File: config.mk
export PLATFORM = sky130hd
export DESIGN_NAME = fifo_port_sched
export DESIGN_NICKNAME = d
export VERILOG_FILES = /design/src/rtl/fifo_port_sched.sv
export SDC_FILE = /design/constraint.sdc
export NUM_CORES = 1
export LEC_CHECK = 0
export BUFFER_PORTS_ARGS = -buffer_cell sky130_fd_sc_hd__buf_2
export CORE_UTILIZATION = 40
export DETAILED_ROUTE_END_ITERATION = 10
export GPL_ROUTABILITY_DRIVEN = 0
export GPL_TIMING_DRIVEN = 0
export PLACE_DENSITY = 0.7
export SLEW_MARGIN = 20
export SYNTH_ARGS = -nofsm -noshare
export SYNTH_HDL_FRONTEND = slang
export SYNTH_SLANG_ARGS = --single-unit
File: constraint.sdc
create_clock -name clk -period 3.44 [get_ports clk]
set_clock_uncertainty 0.15 [all_clocks]
set_input_delay 0.86 -clock clk [delete_from_list [all_inputs] [get_ports clk]]
set_output_delay 0.86 -clock clk [all_outputs]
set_load 0.005 [all_outputs]
File: src/rtl/fifo_port_sched.sv
// Write-port arbiter and read gate for a single FIFO instance.
// Two requesters share the write port round-robin; a shadow count drives full/empty decisions.
module fifo_port_sched #(
   parameter int unsigned B        = 3,
   parameter int unsigned W        = 2,
   parameter int unsigned AF_LEVEL = 3
) (
   input  logic         clk,
   input  logic         reset,
   input  logic [1:0]   req,
   input  logic [B-1:0] data0,
   input  logic [B-1:0] data1,
   output logic [1:0]   ack,
   input  logic         rd_req,
   output logic         fifo_wr,
   output logic [B-1:0] fifo_w_data,
   output logic         fifo_rd,
   output logic [W:0]   count,
   output logic         almost_full,
   output logic         full,
   output logic         empty
);

   localparam int unsigned Depth    = 2 ** W;
   localparam logic [W:0]  DepthW   = (W+1)'(Depth);
   localparam logic [W:0]  AfLevelW = (W+1)'(AF_LEVEL);

   logic [1:0]   ack_q;
   logic         fifo_wr_q;
   logic [B-1:0] wdata_q;
   logic [W:0]   count_q, count_d;
   logic         af_q;
   logic         last_q;

   logic [1:0]   elig;
   logic         space_ok;
   logic         gnt_valid;
   logic         gnt_idx;
   logic         rd_ok;

   always_comb begin
      elig      = req & ~ack_q;
      // Conservative: a write already in flight counts, a same-cycle read does not.
      space_ok  = (count_q + {{W{1'b0}}, fifo_wr_q}) < DepthW;
      gnt_valid = 1'b0;
      gnt_idx   = 1'b0;
      if (space_ok) begin
         unique case (elig)
            2'b01: begin
               gnt_valid = 1'b1;
               gnt_idx   = 1'b0;
            end
            2'b10: begin
               gnt_valid = 1'b1;
               gnt_idx   = 1'b1;
            end
            2'b11: begin
               gnt_valid = 1'b1;
               gnt_idx   = ~last_q;
            end
            default: ;
         endcase
      end
      rd_ok   = rd_req & (count_q != '0);
      count_d = count_q + {{W{1'b0}}, fifo_wr_q} - {{W{1'b0}}, rd_ok};
   end

   always_ff @(posedge clk or posedge reset) begin
      if (reset) begin
         ack_q     <= 2'b00;
         fifo_wr_q <= 1'b0;
         wdata_q   <= '0;
         count_q   <= '0;
         af_q      <= 1'b0;
         last_q    <= 1'b1;
      end else begin
         count_q   <= count_d;
         af_q      <= (count_d >= AfLevelW);
         fifo_wr_q <= gnt_valid;
         ack_q     <= 2'b00;
         if (gnt_valid) begin
            ack_q[gnt_idx] <= 1'b1;
            wdata_q        <= gnt_idx ? data1 : data0;
            last_q         <= gnt_idx;
         end
      end
   end

   assign ack         = ack_q;
   assign fifo_wr     = fifo_wr_q;
   assign fifo_w_data = wdata_q;
   assign fifo_rd     = rd_ok;
   assign count       = count_q;
   assign almost_full = af_q;
   assign full        = (count_q == DepthW);
   assign empty       = (count_q == '0);

`ifndef SYNTHESIS
   always_ff @(posedge clk) begin
      if (!reset) begin
         assert (!(count_q == DepthW && fifo_wr_q && !rd_ok))
            else $error("fifo_port_sched: shadow count overflow");
         assert (!(count_q == '0 && rd_ok))
            else $error("fifo_port_sched: shadow count underflow");
         assert (count_q <= DepthW)
            else $error("fifo_port_sched: shadow count out of range");
      end
   end
`endif

endmodule

==> metrics.log <==
INFO  metric result_of_the_run = finished clean
INFO  metric syn-num-nets = 57
INFO  metric worst_skew_pair.late_latency = between 0.2 and 0.3 ns
INFO  metric stdcell_area = 684.4 µm²
INFO  metric clk_pin_slew_worst_paths = roughly 0.070 ns
INFO  metric wl = a little over 1000 µm
INFO  metric cts_buffers = 3
INFO  metric cts_post_setup_buffers_inserted = 0
INFO  metric worst_slew_margin_rel = between 70% and 80%
INFO  metric dpl_cell_area = 658.1 µm²
INFO  metric yosysSeqAreaShare = 52.62%
INFO  metric worst_path_largest_cell_delay = 0.15 ns
INFO  metric power = ~650 µW
INFO  metric synth_edf_count = 0
INFO  metric overall_via_count_from_detail_route = about 410
INFO  metric hold_path.class = flop to flop
INFO  metric die_area = around 0.0015 mm²
INFO  metric netlist.area_leader.share = 47.62%
INFO  metric max-vdd-ir-drop = around 0.00045 V
INFO  metric cts.sinks = 11
INFO  metric finalHoldViolCount = 0
INFO  metric total_number_of_placement_rows = 12
INFO  metric cts-resized-gates = 0
INFO  metric timing.critical_path.mode_cell = sky130_fd_sc_hd__buf_2
INFO  metric worst-setup-path-type = input port to output port
INFO  metric post_drt_wl_per_cell = roughly 12 µm
INFO  metric worst_slew_pin_slew = about 0.40 ns
INFO  metric critical_path.cell_chain = buf_2 > nor2b_1 > buf_2
INFO  metric proportion_of_layout_cells_with_a_drive_suffix_above_1 = between 40% and 50%
INFO  metric cap_viol_max_count = 0
INFO  metric worst-path-max-fanout = 2
INFO  metric setup_viol = 0
INFO  metric synthMostInstantiatedCell = sky130_fd_sc_hd__dfrtp_1
INFO  metric antenna_violations_before_repair = 0
INFO  metric clock_tree_from_tritoncts = built
INFO  metric cellLeakagePower = 0.0003867 µW
INFO  metric period_share = between 60% and 70%
INFO  metric antenna_violating_nets_post_route = 0
INFO  metric timing.final.ws_setup = around 1.2 ns
INFO  metric fill_cells = about 110
INFO  metric library_cell_used_as_clock_root_buffer = sky130_fd_sc_hd__clkbuf_4
INFO  metric synth_ff_type = sky130_fd_sc_hd__dfrtp_1
INFO  metric critical_path.slowest_cell = sky130_fd_sc_hd__nor2b_1
INFO  metric groute.usage.overall = 16.11%
INFO  metric dr.pass1.iters = 4
INFO  metric post_layout_nonfiller_instances = a little over 80
INFO  metric cp-end-kind = output port
INFO  metric pin_count = 24
INFO  metric final.min_clock_period = 2.232 ns
INFO  metric async_reset_ff_share = 100.0%
INFO  metric yosysWarningCount = 0
INFO  metric cts.hold.buffers_added = 0
INFO  metric power.density = roughly 960 mW/mm²
INFO  metric fmax = approximately 0.45 GHz
INFO  metric type_of_origin_of_the_critical_path = input port
INFO  metric synth_area_leader_cell = sky130_fd_sc_hd__dfrtp_1
INFO  metric unrepaired_setup_endpoints_after_global_routing = false
INFO  metric detailedPlacementHpwl = approximately 800 µm
INFO  metric clock_tree.htree_level_count = 1
INFO  metric fp.dieW = between 30 and 40 µm
INFO  metric routed_via_density = a little under 5
INFO  metric netlist_instances = 42
INFO  metric post_synth_main_area_contributors = sky130_fd_sc_hd__dfrtp_1 48%, sky130_fd_sc_hd__ha_1 9.5%, sky130_fd_sc_hd__a221o_1 5.7%
INFO  metric maximum_number_of_pins_on_one_net_before_global_route_repair = 12
INFO  metric cp_data_required_time = 2.43 ns
INFO  metric antenna_cells = 0
INFO  metric place_worst_setup_slack = 1.213 ns
INFO  metric area_growth_syn_to_layout = 30.24%
INFO  metric syn-cell-area = about 530 µm²
INFO  metric synth-seq-cells = 11
INFO  metric place.port_buffers = 23
INFO  metric worstPathArrival = roughly 1.2 ns
INFO  metric grt_first_pass_wirelength = about 1600 µm
INFO  metric slew_violations = 0
INFO  metric synth_area_per_cell = 12.51 µm²
INFO  metric dr.first_iter.drc_count = 6
INFO  metric global_route.overflow_total = 0
INFO  metric ys_types = 20
INFO  metric synth_common_cells = 10 x sky130_fd_sc_hd__dfrtp_1, 6 x sky130_fd_sc_hd__inv_1, 4 x sky130_fd_sc_hd__ha_1, 3 x sky130_fd_sc_hd__a221o_1, 3 x sky130_fd_sc_hd__and4_1
INFO  metric setup_total_negative_slack = 0 ns
INFO  metric ctsLongestPathBuffers = 2
INFO  metric chipHeight = about 38 µm
INFO  metric number_of_global_route_vias_before_repair = between 400 and 500
INFO  metric placeableCoreArea = 0.001156 mm²
INFO  metric numPlacedInstances = 79
INFO  metric nets = 85
INFO  metric drc_viols = 0
INFO  metric start_util = a little under half
[routing by layer]
| metal | vias to the layer above | global-route usage [%] | wire [µm] |
|---|---|---|---|
| met3 | 0 | 5.233 | 44 |
| li1 | 204 | - | - |
| met4 | 0 | 5.357 | 0 |
| met5 | - | 0 | 0 |
| met2 | 9 | 27.97 | 543 |
| met1 | 196 | 18.32 | 422 |
[area by class of cell]
type | count | area [µm²] | share of cell area (%)
inverter | 6 | 22.52 | 3.291
tap | 14 | 17.52 | 2.559
clock buffer | 4 | 26.28 | 3.839
sequential | 11 | 276.5 | 40.40
timing repair buffer | 23 | 115.1 | 16.82
buffer | 1 | 11.26 | 1.645
multi-input combinational | 24 | 215.2 | 31.44
[where the power goes]
| part | switching, µW | internal [µW] |
|---|---|---|
| clock | 42.3 | 44.8 |
| combinational | 153 | 170 |
| sequential | 41.9 | 201 |
[sequential cells by signal (all words and copies together) (netlist names)]
register     cells
ack              2
almost_full      1
count            3
fifo_w_data      3
fifo_wr          1
last_q           1
[cells by family (layout without fill, tap and decap cells)]
group,count (synthesis),after routing,synth area share (%)
AOI/OAI and AO/OA,6,6,9.762
and+or+nand+nor,12,12,16.91
adders and majority gates,4,4,9.524
DFF,11,11,52.62
buffers and inverters,7,34,6.428
xor gates and xnor gates,2,2,4.763
[placed cells by master (no fill, tap or decap), drive strengths merged]
| cell type | Yosys | routed |
|---|---|---|
| or3b | 1 | 1 |
| nor3 | 1 | 1 |
| dfstp | 1 | 1 |
| clkbuf | 0 | 4 |
| and3 | 2 | 2 |
| a21o | 2 | 2 |
| o21ai | 1 | 1 |
| and2b | 1 | 1 |
| xnor2 | 2 | 2 |
| inv | 6 | 6 |
| nor3b | 1 | 1 |
| nor2b | 2 | 2 |
| buf | 1 | 24 |
| and4 | 3 | 3 |
| dfrtp | 10 | 10 |
| ha | 4 | 4 |
| nand3b | 1 | 1 |
| a221o | 3 | 3 |
[through the flow]
| stage | hold slack, ns | util, % |
|---|---|---|
| floorplan | 0.3551 | - |
| global placement | 0.3425 | 56.93 |
| detailed placement | 0.3511 | 56.93 |
| CTS | 0.3672 | 59.20 |
| global route | 0.3936 | 59.20 |
| finish | 0.3650 | 59.20 |
[worst max-delay path: cells and delay by family]
family | cells | cell delay [ns]
buf+inv | 2 | 0.21
simple gates | 1 | 0.15
[path summary, 6_finish.rpt]
check / from / endpoint / slack [ns] / depth (start not counted)
min in group asynchronous: reset / fifo_w_data[2] / 0.42 / 2
hold reg to reg: fifo_w_data[0] / fifo_w_data[0] / 0.37 / 1
hold / removal: fifo_w_data[0] / fifo_w_data[0] / 0.37 / 1
setup reg to reg: count[0] / fifo_w_data[1] / 1.43 / 5
setup / recovery: rd_req / fifo_rd / 1.21 / 3
max in group asynchronous: reset / last_q / 2.40 / 2
Note: power is estimated with default switching activity, not from simulation.
